File: src/rtl/clock_adj_pkg.sv
// -----------------------------------------------------------------------------
// clock_adj_pkg
// Shared types for the clock adjust front end: the pulse generator FSM state
// encoding and the two-bit button code {up, down} used to latch a press.
// -----------------------------------------------------------------------------
package clock_adj_pkg;

  typedef enum logic [2:0] {
    IDLE         = 3'd0,
    DEBOUNCE     = 3'd1,
    HOLD         = 3'd2,
    REPEAT       = 3'd3,
    WAIT_RELEASE = 3'd4
  } adj_state_e;

  // Button code is {up_s, down_s}
  localparam logic [1:0] BTN_NONE = 2'b00;
  localparam logic [1:0] BTN_DOWN = 2'b01;
  localparam logic [1:0] BTN_UP   = 2'b10;
  localparam logic [1:0] BTN_BOTH = 2'b11;

endpackage

File: src/rtl/btn_sync2.sv
// -----------------------------------------------------------------------------
// btn_sync2
// Two-flop synchroniser for one asynchronous push-button input.
// Ports:
//   i_clk   - clock, rising edge
//   i_rst   - synchronous active-high reset, clears both flops
//   i_async - raw asynchronous input
//   o_sync  - synchronised level, two i_clk edges after the raw change
// -----------------------------------------------------------------------------
module btn_sync2 (
  input  logic i_clk,
  input  logic i_rst,
  input  logic i_async,
  output logic o_sync
);

  logic meta_q, meta_d;
  logic sync_q, sync_d;

  always_comb begin
    meta_d = i_async;
    sync_d = meta_q;
  end

  always_ff @(posedge i_clk) begin
    if (i_rst) begin
      meta_q <= 1'b0;
      sync_q <= 1'b0;
    end else begin
      meta_q <= meta_d;
      sync_q <= sync_d;
    end
  end

  assign o_sync = sync_q;

endmodule

File: src/rtl/adjust_pulse_gen.sv
// -----------------------------------------------------------------------------
// adjust_pulse_gen
// Drives the up/down inputs of the 0-59 counter. Two raw buttons are
// synchronised, debounced and turned into single-cycle pulses with
// hold-to-auto-repeat. While no button is active the 1 Hz run tick is
// forwarded as an up pulse.
//
// Optional feature macro: ADJ_BOTH_CLEAR_EN
//   defined   - both buttons together emit one simultaneous up+down (clear)
//   undefined - both buttons together emit nothing; FSM waits for release
//
// Ports:
//   i_clk        - clock, rising edge
//   i_rst        - synchronous active-high reset
//   i_btn_up     - raw up button (asynchronous)
//   i_btn_down   - raw down button (asynchronous)
//   i_tick       - single-cycle run tick, i_clk domain
//   i_run_en     - forward i_tick as an up pulse when idle
//   o_up         - registered single-cycle up pulse
//   o_down       - registered single-cycle down pulse
//   o_adjusting  - registered, high whenever the FSM is not IDLE
// -----------------------------------------------------------------------------
module adjust_pulse_gen
  import clock_adj_pkg::*;
#(
  parameter int DEBOUNCE_CYCLES = 4,
  parameter int HOLD_CYCLES     = 16,
  parameter int REPEAT_CYCLES   = 4
) (
  input  logic i_clk,
  input  logic i_rst,
  input  logic i_btn_up,
  input  logic i_btn_down,
  input  logic i_tick,
  input  logic i_run_en,
  output logic o_up,
  output logic o_down,
  output logic o_adjusting
);

  localparam int MAX_P = (DEBOUNCE_CYCLES > HOLD_CYCLES) ?
                         ((DEBOUNCE_CYCLES > REPEAT_CYCLES) ? DEBOUNCE_CYCLES : REPEAT_CYCLES) :
                         ((HOLD_CYCLES > REPEAT_CYCLES) ? HOLD_CYCLES : REPEAT_CYCLES);
  localparam int CW = $clog2(MAX_P) + 1;

  typedef logic [CW-1:0] cnt_t;

  // Debounce counts the current sample too, so it fires one count early.
  localparam cnt_t DEB_M1 = cnt_t'(DEBOUNCE_CYCLES - 1);
  localparam cnt_t HOLD_C = cnt_t'(HOLD_CYCLES);
  localparam cnt_t REP_C  = cnt_t'(REPEAT_CYCLES);
  localparam cnt_t ONE    = cnt_t'(1);

  function automatic cnt_t sat_inc(input cnt_t v);
    return (v == '1) ? v : v + ONE;
  endfunction

  // Synchronised button code
  logic       up_s, down_s;
  logic [1:0] code;

  btn_sync2 u_sync_up (
    .i_clk   (i_clk),
    .i_rst   (i_rst),
    .i_async (i_btn_up),
    .o_sync  (up_s)
  );

  btn_sync2 u_sync_down (
    .i_clk   (i_clk),
    .i_rst   (i_rst),
    .i_async (i_btn_down),
    .o_sync  (down_s)
  );

  assign code = {up_s, down_s};

  adj_state_e state_q, state_d;
  cnt_t       cnt_q, cnt_d;
  logic [1:0] code_q, code_d;
  logic       up_q, up_d;
  logic       down_q, down_d;
  logic       adj_q, adj_d;
  logic       fire;
  logic [1:0] fire_code;

  always_comb begin
    state_d   = state_q;
    cnt_d     = cnt_q;
    code_d    = code_q;
    up_d      = 1'b0;
    down_d    = 1'b0;
    fire      = 1'b0;
    fire_code = code_q;

    case (state_q)
      IDLE: begin
        if (code != BTN_NONE) begin
          // A press always wins over a tick arriving in the same cycle.
          code_d    = code;
          cnt_d     = ONE;
          state_d   = DEBOUNCE;
          fire_code = code;
          // With single-sample debounce, fire now unless a tick pulse went
          // out last cycle; then DEBOUNCE fires one cycle later instead.
          if (DEBOUNCE_CYCLES == 1 && !(up_q || down_q)) begin
            fire = 1'b1;
          end
        end else if (i_run_en && i_tick) begin
          up_d = 1'b1;
        end
      end

      DEBOUNCE: begin
        if (code != code_q) begin
          state_d = IDLE;
        end else if (cnt_q >= DEB_M1) begin
          fire = 1'b1;
        end else begin
          cnt_d = sat_inc(cnt_q);
        end
      end

      HOLD, REPEAT: begin
        if (code == BTN_NONE) begin
          state_d = IDLE;
        end else if (code != code_q) begin
          // Second button joining mid-hold locks out until full release.
          state_d = WAIT_RELEASE;
        end else if (cnt_q >= ((state_q == HOLD) ? HOLD_C : REP_C)) begin
          up_d    = (code_q == BTN_UP);
          down_d  = (code_q == BTN_DOWN);
          state_d = REPEAT;
          cnt_d   = ONE;
        end else begin
          cnt_d = sat_inc(cnt_q);
        end
      end

      WAIT_RELEASE: begin
        if (code == BTN_NONE) begin
          state_d = IDLE;
        end
      end

      default: begin
        state_d = IDLE;
      end
    endcase

    if (fire) begin
      case (fire_code)
        BTN_UP: begin
          up_d    = 1'b1;
          state_d = HOLD;
          cnt_d   = ONE;
        end
        BTN_DOWN: begin
          down_d  = 1'b1;
          state_d = HOLD;
          cnt_d   = ONE;
        end
        BTN_BOTH: begin
`ifdef ADJ_BOTH_CLEAR_EN
          up_d    = 1'b1;
          down_d  = 1'b1;
`endif
          state_d = WAIT_RELEASE;
        end
        default: begin
          state_d = IDLE;
        end
      endcase
    end

    adj_d = (state_d != IDLE);
  end

  always_ff @(posedge i_clk) begin
    if (i_rst) begin
      state_q <= IDLE;
      cnt_q   <= '0;
      code_q  <= BTN_NONE;
      up_q    <= 1'b0;
      down_q  <= 1'b0;
      adj_q   <= 1'b0;
    end else begin
      state_q <= state_d;
      cnt_q   <= cnt_d;
      code_q  <= code_d;
      up_q    <= up_d;
      down_q  <= down_d;
      adj_q   <= adj_d;
    end
  end

  assign o_up        = up_q;
  assign o_down      = down_q;
  assign o_adjusting = adj_q;

endmodule

File: config.mk
export PLATFORM = sky130hd
export DESIGN_NAME = adjust_pulse_gen
export DESIGN_NICKNAME = d
export VERILOG_FILES = /design/src/rtl/clock_adj_pkg.sv /design/src/rtl/btn_sync2.sv /design/src/rtl/adjust_pulse_gen.sv
export SDC_FILE = /design/constraint.sdc
export NUM_CORES = 1
export LEC_CHECK = 0
export CAP_MARGIN = 5
export CORE_MARGIN = 1
export CORE_UTILIZATION = 50
export CTS_BUF_LIST = sky130_fd_sc_hd__clkbuf_8
export CTS_CLUSTER_DIAMETER = 40
export DETAILED_ROUTE_END_ITERATION = 8
export PLACE_DENSITY = 0.7
export SLEW_MARGIN = 0
export SYNTH_ARGS = -nofsm -noshare
export SYNTH_HDL_FRONTEND = slang
export SYNTH_SLANG_ARGS = --single-unit
File: constraint.sdc
create_clock -name i_clk -period 2.8 [get_ports i_clk]
set_input_delay 0.7 -clock i_clk [delete_from_list [all_inputs] [get_ports i_clk]]
set_output_delay 0.7 -clock i_clk [all_outputs]
set_load 0.03 [all_outputs]
Yosys cells after proc, flatten, opt, wreduce, memory -nomap -nowiden
Cells that the tools add are included.
{"block": "word_totals", "regBits": 17, "in_bits": 6}
{"block": "classes", "eq_ne": 11, "addsub": 1, "muxes": 39, "magnitude_cmp": 2, "reduce_logical": 7}
{"operator": "$mux 5", "count": 10}
{"operator": "$mux 3", "count": 7}
{"operator": "$mux 1", "count": 16}
{"operator": "$pmux 5 s3", "count": 1}
{"operator": "$pmux 3 s4", "count": 1}
{"operator": "$eq 2x2->1 const B", "count": 3}
{"operator": "$eq 3x2->1 const B", "count": 2}
{"operator": "$pmux 3 s2", "count": 1}
{"operator": "$add 5x1->5 const B", "count": 1}
{"operator": "$eq 5x5->1 const B", "count": 1}
{"operator": "$ge 5x2->1 const B", "count": 1}
{"operator": "$ge 5x5->1", "count": 1}
{"operator": "$eq 2x1->1 const B", "count": 2}
{"operator": "$mux 2", "count": 2}
{"operator": "$reduce_or 2->1", "count": 2}
{"operator": "$eq 3x1->1 const B", "count": 1}
{"operator": "$eq 3x3->1 const B", "count": 1}
{"operator": "$logic_not 3->1", "count": 1}
{"operator": "$reduce_bool 3->1", "count": 1}
{"operator": "$logic_not 2->1", "count": 1}
{"operator": "$ne 2x2->1", "count": 1}
{"operator": "$pmux 1 s2", "count": 1}
{"operator": "$reduce_bool 2->1", "count": 1}
{"operator": "$logic_and 1x1->1", "count": 1}

Longest topological paths before layout
Gate-level depths: netlist (run 1).
{"block": "logic_depth", "depth_word": 9, "ltp_mapped": 9}

By module
Synthesis (run 1) repeated with hierarchy kept, for this count alone.
{"block": "unflattened", "hier_cells": 138, "hier_area_um2": 1114.8}
{"module": "adjust_pulse_gen", "seq_area_each_um2": 260.2, "cells_each": 130, "area_each_um2": 1009.7, "instances": 1}
{"module": "btn_sync2", "seq_area_each_um2": 40.0, "cells_each": 4, "area_each_um2": 52.6, "instances": 2}

Least setup slack after synthesis (run 1)
Ideal clock, no wire load.
{"block": "synth_path", "kind": "flip-flop to flip-flop", "start": "reg state_q[2]", "end": "reg cnt_q[0]", "path_stages_with_launch": 10, "setup_ns": 0.133, "required_ns": 2.667, "arrival_ns": 2.349, "setup_slack_ns": 0.319, "synth_period_minus_slack_ns": 2.481, "path_cell_list": "dfxtp_1 -> clkbuf_1 -> or2b_1 -> or2_2 -> ha_1 -> nand2_1 -> a31oi_1 -> or4b_2 -> o211ai_1 -> a31oi_1"}
{"block": "synth_between", "elab_chain_len": 9}
{"item": "start: declaration", "line_no": "adjust_pulse_gen.sv:78", "source": "adj_state_e state_q, state_d;"}
{"item": "start signal: assignment", "line_no": "adjust_pulse_gen.sv:188", "source": "state_q <= state_d;"}
{"item": "$eq 3x2->1", "line_no": "adjust_pulse_gen.sv:96, adjust_pulse_gen.sv:130"}
{"item": "$mux 5", "line_no": "adjust_pulse_gen.sv:130", "source": "end else if (cnt_q >= ((state_q == HOLD) ? HOLD_C : REP_C)) begin"}
{"item": "$ge 5x5->1", "line_no": "adjust_pulse_gen.sv:130"}
{"item": "$mux 5", "line_no": "adjust_pulse_gen.sv:130"}
{"item": "$mux 5", "line_no": "adjust_pulse_gen.sv:127", "source": "end else if (code != code_q) begin"}
{"item": "$mux 5", "line_no": "adjust_pulse_gen.sv:125", "source": "if (code == BTN_NONE) begin"}
{"item": "$pmux 5 s3", "line_no": "adjust_pulse_gen.sv:96", "source": "case (state_q)"}
{"item": "$mux 5", "line_no": "adjust_pulse_gen.sv:152", "source": "case (fire_code)"}
{"item": "$mux 5 *", "line_no": "adjust_pulse_gen.sv:151", "source": "if (fire) begin"}
{"item": "end signal: assignment", "line_no": "adjust_pulse_gen.sv:189", "source": "cnt_q <= cnt_d;"}
{"item": "end: declaration", "line_no": "adjust_pulse_gen.sv:79", "source": "cnt_t cnt_q, cnt_d;"}
Mark *: on every way between the ends. The rest lies on a longest branch, timed or not.
A chain may end at the register's enable or synchronous reset.

Worst setup path after layout (run 1)
{"block": "layout_path", "start": "reg state_q[1]", "end": "reg cnt_q[0]"}
The elaborated chain is that of the path after synthesis.

==> results.tsv, run 1 <==
metric	value	unit
post_cts resized	0	
CP Data Required Time	2.94	ns
CP arrival	2.70	ns
Die H	48.45	µm
# IOs	9	
worst reg2reg endpoint	cnt_q[0]	
Hold EP	u_sync_down.o_sync	
Synth Cell Area	1079	µm²
Slew @ Worst Pin	0.5042	ns
top cell type's share of synthesized area	31.55	%
synthesized instance count	134	
Hold Vio Cnt, Final	0	
Post-synth EDFFs	0	
starting density of the core	53.87	%
Min Clock Period, post-route	2.558	ns
first-pass GRT wire length	4.160	mm
via count	1012	
Hold Startpoint	u_sync_down.meta_q	
Post-DP HPWL	1.868	mm
VDD IR max	443.1	µV
initial antenna violation count	0	
f_max	391.0	MHz
final worst-path cycle share	91.34	%
metal2 WL	1.091	mm
gpl congestion	0.9440	
relative slew slack	66.23	%
largest net degree at the start of global routing	14	
setup TNS	0	ns
Area contributors post-synth	dfxtp_1 32%, ha_1 8.1%, nor2_1 4.5%	
most common cell after layout, fill and taps aside	dfxtp_1	
Synth area leader	dfxtp_1	
share of layout cells above drive strength 1	9.722	%
Worst-Skew Late Latency	0.26	ns
Cell Pwr Density	436.1	nW/µm²
cells on worst reg2reg path	8	
RSZ-0062 raised after global routing	no	
DRC viols	0	
wirelength, routed	2.415	mm
DRT iter0 DRCs	53	
CTS H-Tree Depth	1	
Leak Pwr	0.0004820	µW
setup repair bufs after CTS	0	
Die X	48.45	µm
Slew Limit Fails	0	
cts hold-fix bufs	0	
grt ovf	0	
Crit Path Class	reg -> reg	
main flop type after synthesis	dfxtp_1	
routed wl met3	209	µm
clk slew on worst S/H paths	0.07	ns
Rows	16	
met1 WL	1.088	mm
Overall Power	540.2	µW
First-pass DRT Iterations	4	
Root Driver	clkbuf_8	
Top Metal Used	met4	
Worst setup SP type	flip-flop	
reg-to-reg slack, setup	0.24	ns
Nets	158	
CTS Sinks	17	
post-route antenna net violation count	0	
Worst Setup End Kind	flip-flop	
Hold Crit Class	reg -> reg	
vias in the first global route	961	
Num CTS Buffers	3	
vias per cell	5.918	
Synth Warn #	0	
Synth Register Bits	17	
sequential share of the synthesized area	31.55	%
ANT cells	0	
ys async rst share	0	%
Worst Skew	0.003735	ns
status	completed	
most frequent cells in the layout	17 x dfxtp_1, 13 x nor2_1, 11 x inv_1	
instance area at placement	1190	µm²
CTS tree	yes	
WL/cell	14.12	µm
Die ar.	2347	µm²
post-synthesis cell type count	44	
P&R area growth vs syn	14.85	%
number of max-cap violations	0	
Syn Nets	147	
final setup vio count	0	
maximum fanout along the worst path	7	
total global-route track usage	23.03	%
CORE AREA	2002	µm²
post-route cell area	1239	µm²
PortBufs	8	
worst reg2reg path startpoint	state_q[1]	
syn avg cell area	8.049	µm²
CTS Buffer Depth	2	
hold depth	1	
==> cells by family after synthesis <==
family	synth area share, %
compound gates	25.75
flops	31.55
xor+xnor	2.437
fa+ha+maj	8.120
simple gates	26.68
buf+inv	5.452
==> critical path: stages, from the launching register on <==
cell and delay [ns]:
dfxtp_1 0.42, or2b_1 0.29, or2_2 0.31, ha_1 0.28, nand2_1 0.07, a31oi_1 0.18
or4b_2 0.67, o211ai_1 0.12, a31oi_1 0.10
==> flip-flops by register name, indices dropped and copies added, names as in the netlist <==
name                flops
o_adjusting             1
cnt_q                   5
code_q                  2
u_sync_down.o_sync      1
u_sync_down.meta_q      1
u_sync_up.meta_q        1
state_q                 3
o_up                    1
u_sync_up.o_sync        1
o_down                  1
==> final cells by class <==
| cell class | instances | area [µm²] |
|---|---|---|
| fill | 198 | 763.2 |
| inverter | 11 | 41.29 |
| clock inverter | 1 | 7.507 |
| timing repair buffer | 10 | 95.09 |
| tap | 27 | 33.78 |
| clock buffer | 3 | 41.29 |
| multi-input combinational | 102 | 679.4 |
| sequential | 17 | 340.3 |
==> through the flow <==
step	cells	hold WS (ns)	setup slack, ns	util (%)
after detailed placement	167	0.4322	0.2456	59.44
after global routing	171	0.4658	0.07421	61.88
after CTS	171	0.4489	0.2319	61.88
after global placement	167	0.4170	0.3358	59.44
final	171	0.4389	0.2425	61.88
after floorplan	134	0.4138	0.3188	-
==> worst max path at each step <==
stage / cells after the start / end / from
6_report: 8 / cnt_q[0] / state_q[1]
5_1_grt: 8 / o_up / state_q[1]
4_1_cts: 8 / cnt_q[0] / state_q[1]
3_5_place_dp: 8 / cnt_q[0] / state_q[1]
3_3_place_gp: 8 / cnt_q[0] / state_q[1]
2_1_floorplan: 9 / cnt_q[0] / state_q[2]
==> power breakdown <==
| part | leakage [µW] | internal [µW] | switching [µW] |
|---|---|---|---|
| Combinational | 0.000322 | 36.4 | 48.8 |
| Clock | 0.0000217 | 100 | 91.5 |
| Sequential | 0.000139 | 251 | 12.3 |
==> metal layers <==
layer	vias up	global-route usage, %
li1	508	-
met1	453	30.71
met2	47	36.62
met3	4	5.660
met4	0	7.353
met5	-	0
==> Yosys cell counts (2+ instances only) <==
cell type	n
clkbuf_1	2
ha_1	7
a31oi_1	5
nor2b_1	6
o21ai_0	7
xor2_1	2
nand2_1	10
nor3_1	3
a21boi_0	2
nor2_1	13
o211ai_1	4
o22ai_1	2
inv_1	11
a21oi_1	9
or3_1	3
nand3_1	3
dfxtp_1	17
nand4_1	2
Power figures use the tool's default switching activity.
==> run 2: changes to the inputs <==
Settings changed: SETUP_SLACK_MARGIN from default to 0.1.
==> results.tsv, run 2 (synthesis results as in run 1) <==
metric	value	unit
First-pass DRT Iterations	4	
Post-DP HPWL	1.868	mm
worst reg2reg endpoint	cnt_q[0]	
fillcell total	197	
Die ar.	2347	µm²
CP Cell Sequence	or2b_1 > or2_2 > ha_1 > nand2_1 > a31oi_2 > or4b_2 > o211ai_1 > a31oi_1	
relative slew slack	68.35	%
Hold Vio Cnt, Final	0	
most common cell after layout, fill and taps aside	dfxtp_1	
Leak Pwr	0.0004823	µW
internal power	387.6	µW
gpl congestion	0.9440	
final core utilization	62.19	%
CP Data Required Time	2.94	ns
Nets	158	
post-route antenna net violation count	0	
total global-route track usage	23.03	%
crit path from	state_q[1]	
CTS H-Tree Depth	1	
initial antenna violation count	0	
Switching Share	28.26	%
largest net degree at the start of global routing	14	
PortBufs	8	
maximum fanout along the worst path	7	
clk slew on worst S/H paths	0.07	ns
Slew Limit Fails	0	
Cell Pwr Density	434.0	nW/µm²
Overall Power	540.3	µW
CTS tree	yes	
delay of the slowest cell on the worst path	0.66	ns
RSZ-0062 raised after global routing	no	
Hold Crit Class	reg -> reg	
via count	1017	
Rows	16	
grt ovf	0	
Worst setup SP type	flip-flop	
cts hold-fix bufs	0	
Worst Setup End Kind	flip-flop	
Crit Path Class	reg -> reg	
Seq pwr share	48.7	%
Min Clock Period, post-route	2.542	ns
cells on worst reg2reg path	8	
CORE AREA	2002	µm²
wirelength, routed	2.421	mm
VDD IR max	445.0	µV
vias per cell	5.947	
clock share of power	35.6	%
DRC viols	0	
Largest regs	cnt_q (5), state_q (3), code_q (2)	
number of max-cap violations	0	
CTS Buffer Depth	2	
vias in the first global route	961	
f_max	393.4	MHz
Slew @ Worst Pin	0.4731	ns
Setup crit end	cnt_q[0]	
status	completed	
share of layout cells above drive strength 1	10.42	%
register bank with the most flops	cnt_q	
most frequent cells in the layout	17 x dfxtp_1, 13 x nor2_1, 11 x inv_1	
first-pass GRT wire length	4.160	mm
Worst-Skew Late Latency	0.26	ns
Crit-path slowest cell	or4b_2	
Root Driver	clkbuf_8	
Cells after DPL	167	
WL/cell	14.16	µm
final worst-path cycle share	90.79	%
starting density of the core	53.87	%
Largest register FFs	5	
# IOs	9	
combinational power share	15.7	%
setup TNS	0	ns
CP arrival	2.69	ns
ANT cells	0	
Finished Layout Cells	171	
Num CTS Buffers	3	
setup repair bufs after CTS	0	
reg-to-reg slack, setup	0.26	ns
Die X	48.45	µm
P&R area growth vs syn	15.43	%
DRT iter0 DRCs	54	
sw power	152.7	µW
Die H	48.45	µm
Worst Skew	0.002838	ns
post_cts resized	0	
worst reg2reg path startpoint	state_q[1]	
CTS Sinks	17	
final setup vio count	0	
[run 2: changes by cell type in the layout (fill, tap and decap cells not counted)]
cell / delta
a31oi_1: -1
a31oi_2: +1
[run 2: worst min path at each step]
stage | cells past startpoint | from | end
after detailed placement | 1 | u_sync_up.meta_q | u_sync_up.o_sync
after global placement | 1 | u_sync_down.meta_q | u_sync_down.o_sync
after CTS | 1 | u_sync_up.meta_q | u_sync_up.o_sync
final | 1 | u_sync_up.meta_q | u_sync_up.o_sync
after global routing | 1 | u_sync_up.meta_q | u_sync_up.o_sync
after floorplan | 1 | u_sync_down.meta_q | u_sync_down.o_sync
[run 2: power groups by stage]
stage / clock network [µW] / logic, µW / registers [µW]
finish: 192 / 85.0 / 263
CTS: 196 / 83.9 / 263
detailed placement: 0 / 83.2 / 268
floorplan: 0 / 57.0 / 267
global route: 209 / 94.4 / 265
global placement: 0 / 82.3 / 268
[run 2: area by class of cell]
| class | instances | area, µm² | area share [%] |
|---|---|---|---|
| timing repair buffer | 10 | 95.09 | 7.638 |
| inverter | 11 | 41.29 | 3.317 |
| clock inverter | 1 | 7.507 | 0.6030 |
| clock buffer | 3 | 41.29 | 3.317 |
| tap | 27 | 33.78 | 2.714 |
| multi-input combinational | 102 | 685.7 | 55.08 |
| sequential | 17 | 340.3 | 27.34 |
[run 2: per-layer routing]
metal | GRT usage [%] | part of all wire, % | routed length [µm]
met5 | 0 | 0 | 0
met4 | 7.353 | 1.1 | 26
met3 | 5.660 | 6.0 | 146
met2 | 36.62 | 46 | 1109
met1 | 30.71 | 47 | 1139
[run 2: critical path: cells and delay by family, from the launching register on]
family / cells / cell delay (ns)
simple gates: 4 / 1.34
flops: 1 / 0.42
compound gates: 3 / 0.38
fa+ha+maj: 1 / 0.28
[run 2: per-stage QoR]
step / worst slack [ns] / hold slack, ns / cell area, µm²
6_report: 0.2578 / 0.4415 / 1245
5_1_grt: 0.1368 / 0.4658 / 1245
4_1_cts: 0.2319 / 0.4489 / 1239
3_5_place_dp: 0.2456 / 0.4322 / 1190
3_3_place_gp: 0.3358 / 0.4170 / 1190
2_1_floorplan: 0.3188 / 0.4138 / 1079
==> run 3: changes to the inputs <==
Settings changed: HOLD_SLACK_MARGIN from default to 0.08.
==> results of run 3 <==
Same layout as run 2: the final DEF is identical, and so are final timing and power.
